**config.mk**
```make
export PLATFORM = sky130hd
export DESIGN_NAME = move_scheduler_flat
export DESIGN_NICKNAME = d
export VERILOG_FILES = /design/src/rtl/move_scheduler_pkg.sv /design/src/rtl/move_scheduler_if.sv /design/src/rtl/move_scheduler_gravity_timer.sv /design/src/rtl/move_scheduler.sv /design/src/flat_wrapper.sv
export SDC_FILE = /design/constraint.sdc
export NUM_CORES = 1
export LEC_CHECK = 0
export BUFFER_PORTS_ARGS = -buffer_cell sky130_fd_sc_hd__buf_2
export CORE_UTILIZATION = 45
export DETAILED_ROUTE_END_ITERATION = 16
export GPL_TIMING_DRIVEN = 0
export RECOVER_POWER = 50
export SLEW_MARGIN = 20
export SYNTH_ARGS = -nofsm -noshare
export SYNTH_HDL_FRONTEND = slang
export SYNTH_SLANG_ARGS = --single-unit
export TNS_END_PERCENT = 10
```
**constraint.sdc**
```tcl
create_clock -name clk -period 21.6 [get_ports clk]
set_input_delay 4.32 -clock clk [delete_from_list [all_inputs] [get_ports clk]]
set_output_delay 4.32 -clock clk [all_outputs]
set_load 0.03 [all_outputs]
```
**src/rtl/move_scheduler_pkg.sv**
```systemverilog
// Shared definitions for the move scheduler: move codes, FSM encoding, level width and
// the gravity period helper.
package move_scheduler_pkg;

    localparam int unsigned LEVEL_W = 3;

    localparam logic [1:0] CODE_DOWN  = 2'b00;
    localparam logic [1:0] CODE_LEFT  = 2'b01;
    localparam logic [1:0] CODE_RIGHT = 2'b10;
    localparam logic [1:0] CODE_ROT   = 2'b11;

    typedef enum logic [1:0] {
        StIdle,
        StIssue,
        StWait,
        StResolve
    } state_t;

    typedef enum logic [1:0] {
        ResApply,
        ResRevert,
        ResSpawn
    } result_t;

    // Gravity period for a level: base minus level*step, never below one step.
    function automatic logic [23:0] gravity_period(input logic [LEVEL_W-1:0] lvl,
                                                   input logic [23:0]        base,
                                                   input logic [23:0]        step);
        logic [27:0] red;
        red = 28'(lvl) * 28'(step);
        if ({4'b0, base} < red + {4'b0, step}) begin
            return step;
        end
        return base - red[23:0];
    endfunction

endpackage

```
**src/rtl/move_scheduler_if.sv**
```systemverilog
// Playfield link: request/proposal from the scheduler, responses, score feed and outcome pulses.
interface move_scheduler_if;
    logic        movement_request;
    logic        movement_intent;
    logic [1:0]  propose_code;
    logic        propose_valid;
    logic        move_apply;
    logic        move_revert;
    logic        piece_spawn;
    logic        movement_commit;
    logic        movement_declined;
    logic        movement_steal;
    logic [15:0] scorewire;

    modport master (
        output movement_request, movement_intent, propose_code, propose_valid,
        output move_apply, move_revert, piece_spawn,
        input  movement_commit, movement_declined, movement_steal, scorewire
    );

    modport slave (
        input  movement_request, movement_intent, propose_code, propose_valid,
        input  move_apply, move_revert, piece_spawn,
        output movement_commit, movement_declined, movement_steal, scorewire
    );
endinterface

```
**src/rtl/move_scheduler_gravity_timer.sv**
```systemverilog
// Gravity timer: free-running counter against a level-dependent period, emitting a one-cycle
// tick. With SOFT_DROP_EN defined, holding btn_down adds a tick every GRAVITY_STEP/4 cycles;
// without it btn_down is ignored and the soft-drop counter does not exist.
module move_scheduler_gravity_timer
    import move_scheduler_pkg::*;
#(
    parameter logic [23:0] GRAVITY_BASE = 24'd6000000,
    parameter logic [23:0] GRAVITY_STEP = 24'd700000
) (
    input  logic               clk,
    input  logic               reset,
    input  logic [LEVEL_W-1:0] level,
    input  logic               clear,
    input  logic               btn_down,
    output logic               tick
);
    logic [23:0] period;
    logic [23:0] cnt_q, cnt_d;
    logic        grav_tick;

    assign period = gravity_period(level, GRAVITY_BASE, GRAVITY_STEP);
    // >= so a level-up that shrinks the period below the running count fires straight away.
    assign grav_tick = (cnt_q >= period - 24'd1);

    // Count up, reload on expiry or when the playfield steals the piece.
    always_comb begin
        cnt_d = cnt_q + 24'd1;
        if (clear || grav_tick) begin
            cnt_d = '0;
        end
    end

    // Gravity counter register.
    always_ff @(posedge clk) begin
        if (!reset) begin
            cnt_q <= '0;
        end else begin
            cnt_q <= cnt_d;
        end
    end

`ifdef SOFT_DROP_EN
    localparam logic [23:0] SoftPeriod = ((GRAVITY_STEP >> 2) == 24'd0) ? 24'd1 :
                                         (GRAVITY_STEP >> 2);
    logic [23:0] soft_q, soft_d;
    logic        soft_tick;

    assign soft_tick = btn_down && (soft_q >= SoftPeriod - 24'd1);

    // Soft-drop counter runs only while the button is held.
    always_comb begin
        soft_d = soft_q + 24'd1;
        if (!btn_down || soft_tick || clear) begin
            soft_d = '0;
        end
    end

    // Soft-drop counter register.
    always_ff @(posedge clk) begin
        if (!reset) begin
            soft_q <= '0;
        end else begin
            soft_q <= soft_d;
        end
    end

    assign tick = (grav_tick || soft_tick) && !clear;
`else
    logic unused_btn_down;
    assign unused_btn_down = btn_down;
    assign tick = grav_tick && !clear;
`endif

endmodule

```
**src/rtl/move_scheduler.sv**
```systemverilog
// move_scheduler: arbitrates gravity and player move requests towards the playfield, waits
// for its response and turns it into apply / revert / spawn pulses; tracks score and level.
// Build option SOFT_DROP_EN enables btn_down soft drop inside the gravity timer.
module move_scheduler
    import move_scheduler_pkg::*;
#(
    parameter logic [23:0] GRAVITY_BASE = 24'd6000000,
    parameter logic [23:0] GRAVITY_STEP = 24'd700000,
    parameter logic [15:0] LEVEL_POINTS = 16'd400,
    parameter logic [5:0]  RESP_TIMEOUT = 6'd31
) (
    input  logic               clk,
    input  logic               reset,
    input  logic               core_busy,
    input  logic               btn_left,
    input  logic               btn_right,
    input  logic               btn_rot,
    input  logic               btn_down,
    move_scheduler_if.master   pf,
    output logic [LEVEL_W-1:0] level,
    output logic               timeout_err
);
    state_t             state_q, state_d;
    result_t            res_q, res_d;
    logic [1:0]         code_q, code_d;
    logic               intent_q, intent_d;
    logic [5:0]         wait_q, wait_d;
    logic               timeout_q, timeout_d;
    logic               grav_pend_q, grav_pend_d;
    logic               rot_pend_q, rot_pend_d;
    logic               left_pend_q, left_pend_d;
    logic               right_pend_q, right_pend_d;
    logic [2:0]         btn_prev_q;
    logic               rot_rise, left_rise, right_rise;
    logic [16:0]        accum_q, accum_d, score_sum, level_raw;
    logic [LEVEL_W-1:0] level_q, level_d;
    logic               grav_tick, steal_clear;

    assign steal_clear = (state_q == StResolve) && (res_q == ResSpawn);

    move_scheduler_gravity_timer #(
        .GRAVITY_BASE (GRAVITY_BASE),
        .GRAVITY_STEP (GRAVITY_STEP)
    ) u_gravity_timer (
        .clk      (clk),
        .reset    (reset),
        .level    (level_q),
        .clear    (steal_clear),
        .btn_down (btn_down),
        .tick     (grav_tick)
    );

    assign rot_rise   = btn_rot   & ~btn_prev_q[2];
    assign left_rise  = btn_left  & ~btn_prev_q[1];
    assign right_rise = btn_right & ~btn_prev_q[0];

    // Request arbitration, response wait and resolution; pending latches merge repeat events.
    always_comb begin
        state_d      = state_q;
        res_d        = res_q;
        code_d       = code_q;
        intent_d     = intent_q;
        wait_d       = wait_q;
        timeout_d    = timeout_q;
        grav_pend_d  = grav_pend_q  | grav_tick;
        rot_pend_d   = rot_pend_q   | rot_rise;
        left_pend_d  = left_pend_q  | left_rise;
        right_pend_d = right_pend_q | right_rise;
        unique case (state_q)
            StIdle: begin
                if (!core_busy && (grav_pend_q || rot_pend_q || left_pend_q || right_pend_q)) begin
                    state_d  = StIssue;
                    wait_d   = '0;
                    intent_d = 1'b1;
                    if (grav_pend_q) begin
                        code_d      = CODE_DOWN;
                        intent_d    = 1'b0;
                        grav_pend_d = grav_tick;
                    end else if (rot_pend_q) begin
                        code_d     = CODE_ROT;
                        rot_pend_d = rot_rise;
                    end else if (left_pend_q) begin
                        code_d      = CODE_LEFT;
                        left_pend_d = left_rise;
                    end else begin
                        code_d       = CODE_RIGHT;
                        right_pend_d = right_rise;
                    end
                end
            end
            StIssue: begin
                state_d = StWait;
            end
            StWait: begin
                if (pf.movement_steal) begin
                    res_d   = ResSpawn;
                    state_d = StResolve;
                end else if (pf.movement_declined) begin
                    res_d   = ResRevert;
                    state_d = StResolve;
                end else if (pf.movement_commit) begin
                    res_d   = ResApply;
                    state_d = StResolve;
                end else begin
                    wait_d = wait_q + 6'd1;
                    if (wait_d >= RESP_TIMEOUT) begin
                        res_d     = ResRevert;
                        timeout_d = 1'b1;
                        state_d   = StResolve;
                    end
                end
            end
            StResolve: begin
                state_d = StIdle;
                // A new piece makes every queued move stale.
                if (res_q == ResSpawn) begin
                    grav_pend_d  = 1'b0;
                    rot_pend_d   = 1'b0;
                    left_pend_d  = 1'b0;
                    right_pend_d = 1'b0;
                end
            end
            default: begin
                state_d = StIdle;
            end
        endcase
    end

    // Saturating score accumulator; level follows one cycle after a nonzero increment.
    assign score_sum = accum_q + {1'b0, pf.scorewire};
    always_comb begin
        accum_d   = (score_sum > 17'h0FFFF) ? 17'h0FFFF : score_sum;
        level_raw = accum_d / {1'b0, LEVEL_POINTS};
        level_d   = level_q;
        if (pf.scorewire != 16'd0) begin
            level_d = (level_raw > 17'd7) ? 3'd7 : level_raw[2:0];
        end
    end

    // State, pending latches, score and sticky error registers.
    always_ff @(posedge clk) begin
        if (!reset) begin
            state_q      <= StIdle;
            res_q        <= ResApply;
            code_q       <= CODE_DOWN;
            intent_q     <= 1'b0;
            wait_q       <= '0;
            timeout_q    <= 1'b0;
            grav_pend_q  <= 1'b0;
            rot_pend_q   <= 1'b0;
            left_pend_q  <= 1'b0;
            right_pend_q <= 1'b0;
            btn_prev_q   <= '0;
            accum_q      <= '0;
            level_q      <= '0;
        end else begin
            state_q      <= state_d;
            res_q        <= res_d;
            code_q       <= code_d;
            intent_q     <= intent_d;
            wait_q       <= wait_d;
            timeout_q    <= timeout_d;
            grav_pend_q  <= grav_pend_d;
            rot_pend_q   <= rot_pend_d;
            left_pend_q  <= left_pend_d;
            right_pend_q <= right_pend_d;
            btn_prev_q   <= {btn_rot, btn_left, btn_right};
            accum_q      <= accum_d;
            level_q      <= level_d;
        end
    end

    // Outputs decoded from registered state only.
    always_comb begin
        pf.movement_request = (state_q == StIssue);
        pf.propose_valid    = (state_q != StIdle);
        pf.propose_code     = pf.propose_valid ? code_q : CODE_DOWN;
        pf.movement_intent  = pf.propose_valid && intent_q;
        pf.move_apply       = (state_q == StResolve) && (res_q == ResApply);
        pf.move_revert      = (state_q == StResolve) && (res_q == ResRevert);
        pf.piece_spawn      = steal_clear;
        level               = level_q;
        timeout_err         = timeout_q;
    end

endmodule
```
**src/flat_wrapper.sv**
```systemverilog
// flat-port wrapper written by rule: the top's interface ports become plain ports
module move_scheduler_flat import move_scheduler_pkg::*;
#(
    parameter logic [23:0] GRAVITY_BASE = 24'd6000000,
    parameter logic [23:0] GRAVITY_STEP = 24'd700000,
    parameter logic [15:0] LEVEL_POINTS = 16'd400,
    parameter logic [5:0]  RESP_TIMEOUT = 6'd31
)
  (clk, reset, core_busy, btn_left, btn_right, btn_rot, btn_down, level, timeout_err, pf_movement_request, pf_movement_intent, pf_propose_code, pf_propose_valid, pf_move_apply, pf_move_revert, pf_piece_spawn, pf_movement_commit, pf_movement_declined, pf_movement_steal, pf_scorewire);
  move_scheduler_if pf_i ();
  input  logic clk;
  input  logic reset;
  input  logic core_busy;
  input  logic btn_left;
  input  logic btn_right;
  input  logic btn_rot;
  input  logic btn_down;
  output logic [LEVEL_W-1:0] level;
  output logic timeout_err;
  output wire logic [$bits(pf_i.movement_request)-1:0] pf_movement_request;
  output wire logic [$bits(pf_i.movement_intent)-1:0] pf_movement_intent;
  output wire logic [$bits(pf_i.propose_code)-1:0] pf_propose_code;
  output wire logic [$bits(pf_i.propose_valid)-1:0] pf_propose_valid;
  output wire logic [$bits(pf_i.move_apply)-1:0] pf_move_apply;
  output wire logic [$bits(pf_i.move_revert)-1:0] pf_move_revert;
  output wire logic [$bits(pf_i.piece_spawn)-1:0] pf_piece_spawn;
  input wire logic [$bits(pf_i.movement_commit)-1:0] pf_movement_commit;
  input wire logic [$bits(pf_i.movement_declined)-1:0] pf_movement_declined;
  input wire logic [$bits(pf_i.movement_steal)-1:0] pf_movement_steal;
  input wire logic [$bits(pf_i.scorewire)-1:0] pf_scorewire;
  assign pf_movement_request = pf_i.movement_request;
  assign pf_movement_intent = pf_i.movement_intent;
  assign pf_propose_code = pf_i.propose_code;
  assign pf_propose_valid = pf_i.propose_valid;
  assign pf_move_apply = pf_i.move_apply;
  assign pf_move_revert = pf_i.move_revert;
  assign pf_piece_spawn = pf_i.piece_spawn;
  assign pf_i.movement_commit = pf_movement_commit;
  assign pf_i.movement_declined = pf_movement_declined;
  assign pf_i.movement_steal = pf_movement_steal;
  assign pf_i.scorewire = pf_scorewire;
  move_scheduler #(.GRAVITY_BASE(GRAVITY_BASE), .GRAVITY_STEP(GRAVITY_STEP), .LEVEL_POINTS(LEVEL_POINTS), .RESP_TIMEOUT(RESP_TIMEOUT)) u_core (.clk(clk), .reset(reset), .core_busy(core_busy), .btn_left(btn_left), .btn_right(btn_right), .btn_rot(btn_rot), .btn_down(btn_down), .pf(pf_i), .level(level), .timeout_err(timeout_err));
endmodule
```
== Yosys cells after proc, flatten, opt, wreduce, memory -nomap -nowiden ==
Cells that the tools add are included.
Word-level totals
  bits in registers: 65
  logic and storage cells: 121
Operators by class
  $add $sub $neg: 6
  multiply operators: 1
  magnitude comparators: 5
  div/mod/pow operators: 1
  reductions and logical operators: 24
  equal/unequal tests: 10
  muxes and demuxes: 46
  bitwise operators: 14
Operator list (count)
  two-way mux 24 bit: 2
  two-way mux 2 bit: 13
  adder 23 x 20 -> 24 bit (second input constant): 1
  adder 24 x 1 -> 24 bit (second input constant): 1
  greater-or-equal comparator 24 bit: 1
  less-than comparator 23 x 24 -> 1 bit (first input constant): 1
  two-way mux 6 bit: 4
  subtractor 23 x 23 -> 24 bit (first input constant): 1
  subtractor 24 x 1 -> 24 bit (second input constant): 1
  two-way mux 1 bit: 19
  multiplier 3 x 15 -> 18 bit (second input constant): 1
  adder 17 x 16 -> 17 bit: 1
  divider 17 x 9 -> 17 bit (second input constant): 1
  > comparator 17 x 16 -> 1 bit (second input constant): 1
  > comparator 17 x 3 -> 1 bit (second input constant): 1
  two-way mux 17 bit: 1
  nonzero test 16 bit: 1
  one-hot mux 6 bit (2 select lines): 1
  AND reduction 5 bit: 2
  one-hot mux 1 bit (2 select lines): 4
  one-hot mux 2 bit (4 select lines): 1
  NOT 1 bit: 7
  adder 6 x 1 -> 6 bit (second input constant): 1
  equality test 2 bit (second input constant): 3
  other kinds (16): 37

== Logic depth before layout (Yosys ltp) ==
  word-level depth: 12
  mapped depth: 41

== By module ==
A second synthesis with hierarchy kept.
Unflattened totals
  cells, all modules: 900
  area, all modules: 6984.2 sq um
By module, submodules not included
  move_scheduler: cells each 537, area each 4081.4 sq um, times used 1
  move_scheduler_gravity_timer: cells each 363, area each 2902.8 sq um, times used 1

== Worst setup path before layout ==
No wires, ideal clock.
  path type: input to register
  start point: input port pf_scorewire[0]
  end point: register u_core.level_q[0], in the netlist u_core.level[0]
  library setup time: 116 ps
  data arrival time: 10065 ps
  buffers on the path: 0
  required time: 21484 ps
  stages on the path: 23
  setup slack: 11419 ps
  cells stage by stage: ha_1 inv_1 fa_1 nand2b_1 a21oi_2 o21ai_1 a311o_1 a211oi_1 mux2_1 or4_4 o21a_2 a2111oi_2 or3_4 o21ai_2 and3_4 or2_4 or4_4 nor2b_4 or4_1 o211a_2 o311ai_1 o221ai_1 a41o_1
On the way
  cells in the longest elaborated chain, start to end: 6
  elaborated cells on any way between the ends: 7
RTL lines
  from (decl): line flat_wrapper.sv:30  | input wire logic [$bits(pf_i.scorewire)-1:0] pf_scorewire;
  adder 17 x 16 -> 17 bit: line move_scheduler.sv:130  | assign score_sum = accum_q + {1'b0, pf.scorewire};
  > comparator 17 x 16 -> 1 bit: line move_scheduler.sv:132  | accum_d = (score_sum > 17'h0FFFF) ? 17'h0FFFF : score_sum;
  two-way mux 17 bit: line move_scheduler.sv:132
  divider 17 x 9 -> 17 bit: line move_scheduler.sv:133  | level_raw = accum_d / {1'b0, LEVEL_POINTS};
  > comparator 17 x 3 -> 1 bit: line move_scheduler.sv:136  | level_d = (level_raw > 17'd7) ? 3'd7 : level_raw[2:0];
  two-way mux 3 bit: line move_scheduler.sv:136
  to (signal assigned): line move_scheduler.sv:169  | level_q <= level_d;
  to (decl): line move_scheduler.sv:36  | logic [LEVEL_W-1:0] level_q, level_d;
Several ways; a longest one is shown, not always the timed one.
A chain may end at the register's enable or synchronous reset.

== Worst setup path in the final report ==
Same ends and word-level chain as after synthesis.

==> results.tsv <==
metric	value	unit
DRC violation count after routing	0	
Synth Net Count	905	
min-delay worst type	flip-flop to flip-flop	
GRT Overall Usage	22.5	%
# port buffers	36	
post-synthesis cell area	6510	um2
Crit Path Class	input pin to flip-flop	
GRT overflow	0	
area leader, netlist	dfxtp_1	
Post-synth EDFFs	0	
Max-slew headroom	41.3	%
final core utilization	51.4	%
sequential share of the synthesized area	20.0	%
vias per cell	5.85	
synthesis-to-layout area growth	10.5	%
crit path max fanout	9	
share of flip-flops with an asynchronous set or reset	0	%
Bufs and invs on worst path	3	
Pre-antenna DRT Iters	5	
Post-synth top cells	nor2_1, dfxtp_1, ha_1	
most numerous cell on the critical path	clkbuf_1	
Finish-stage setup viols	0	
Synth cell types	94	
CP Data Required Time	21820	ps
Min Hold Slack	467	ps
final worst path period need	11270	ps
antenna violations before repair	1	
Clock Latency Late Sink	330	ps
clock skew	5.39	ps
CTS tree	done	
largest net degree at the start of global routing	12	
DR vias	6151	
Root Driver	clkbuf_16	
gpl congestion	0.861	
hold path cells	1	
Post-layout nets	952	
CP max-delay cell	xor2_1	
Final Hold Vio Count	0	
Ports	38	
worst path arrival time	11490	ps
core area	14000	um2
Filler Cells Inserted	1392	
H-tree depth	3	
first-pass GRT wire length	27.1	mm
Avg Inst Size Synth	7.96	um2
Syn Inst Count	818	
outcome	finished, final reports clean	
Yosys Warn Count	0	
# rows	43	
Worst Reg2Reg Path Length in Cells	39	
top cells by area, synth	dfxtp_1, ha_1, xnor2_1	
share of the synthesized area in the top cell type	20.0	%
Main synth FF type	dfxtp_1	
area occupied by multi-input gates	4990	um2
Final Max Slew Viols	0	
Die H	122	um
CTS hold repair buffers	0	
Clock Tree Buf Depth	2	
unrepaired setup endpoints after global routing	false	
DP HPWL	13.0	mm
Post-Route Setup TNS	0	ps
Initial Util	46.6	%
die width	122	um
total wire length	16.5	mm
post-route insts no fill	1051	
#FFs+latches synth	65	
Die Area	15000	um2
measured slew at the worst slew-check pin	877	ps
setup bufs post-CTS	0	
family with the most delay on the worst path	compound AO/OA/AOI/OAI gates	
clock sink count	65	
fmax	88.7	MHz
Max stage delay on crit path	750	ps
TritonCTS buffer count	9	
fraction of final layout cells with drive strength greater than 1	10.9	%
Reg area	1300	um2
crit start category	input pin	
Critical Path Sink Type	flip-flop	
post-CTS sizing	0	
Worst-path clk slew	50	ps
Crit path depth	25	
count leader, synth	nor2_1	
max_cap viols	0	
vias in the first global route	5568	
placed cells	1034	
final period utilization	52.2	%
Routed Antenna Nets	0	
Initial DRC Count	360	
wire length per cell	15.7	um
cell type report:
type / count / share of cell area [%]
clock buffer: 11 / 3.23
sequential: 65 / 18.1
tap: 180 / 3.13
inverter: 28 / 1.46
timing repair buffer: 36 / 2.24
multi-input combinational: 704 / 69.4
buffer: 21 / 1.34
clock inverter: 5 / 1.11
antenna: 1 / 0.0348
worst reg2reg max path: cells and delay by family, from the launching register on:
family | cells | cell delay (ps)
AO/OA/AOI/OAI | 21 | 3910
AND/OR/NAND/NOR | 6 | 860
XOR/XNOR | 1 | 430
adder cells (fa/ha/maj) | 5 | 1240
buffers and inverters | 6 | 1110
flip-flops | 1 | 560
cell usage in the layout (no fill, tap or decap), types with 9 or more instances in the layout:
cell type  instances
a21boi_0          12
a21o_1            21
a21oi_1           58
and2_1            14
buf_2             23
clkbuf_1          34
clkbuf_16          9
dfxtp_1           65
ha_1              58
inv_1             28
nand2_1           53
nand2b_1          12
nand3_1           28
nand4_1           14
nor2_1            78
nor2b_1           23
nor3_1            22
o211ai_1           9
o21ai_0           46
or3_1              9
xnor2_1           36
xor2_1            29
registers in the layout, summed over array words and instances, names as in the netlist, 2 cells and up:
name	count
u_core.accum_q	17
u_core.u_gravity_timer.cnt_q	24
u_core.wait_q	6
u_core.code_q	2
u_core.btn_prev_q	3
u_core.state_q	2
u_core.res_q	2
u_core.level	3
metal layers:
metal	GRT usage, %	part of all wire [%]	up-vias
li1	-	-	3127
met1	32.1	52	2884
met2	34.8	43	124
met3	3.86	3.6	16
met4	5.26	1.3	0
met5	0	0	-
final timing paths:
kind	start	to	slack (ps)
worst max register to register	u_core.level[1]$_SDFFE_PN0P_	u_core.u_gravity_timer.cnt_q[7]$_SDFF_PP0_	13460
worst min-delay path	u_core.u_gravity_timer.cnt_q[0]$_SDFF_PP0_	u_core.u_gravity_timer.cnt_q[0]$_SDFF_PP0_	470
worst max-delay path	pf_scorewire[0]	u_core.level[0]$_SDFFE_PN0P_	10330
worst min register to register	u_core.u_gravity_timer.cnt_q[0]$_SDFF_PP0_	u_core.u_gravity_timer.cnt_q[0]$_SDFF_PP0_	470
cells by family after synthesis:
group / after synthesis / share of synthesized area (%)
other: 2 / 0.115
DFF: 65 / 20.0
adders and majority gates: 63 / 12.4
AOI/OAI and AO/OA: 246 / 27.7
buffers and inverters: 49 / 3.09
muxes: 12 / 1.92
and+or+nand+nor: 316 / 26.0
xor gates and xnor gates: 65 / 8.86
per-stage QoR:
step	setup slack (ps)	area, um2
after CTS	10870	7230
after global routing	9850	7200
final	10330	7200
after floorplan	11420	6510
after detailed placement	10570	6920
after global placement	10530	6920
Power is not shown: default switching activity piles up to over one toggle a cycle in this logic, so the estimate is an artifact.
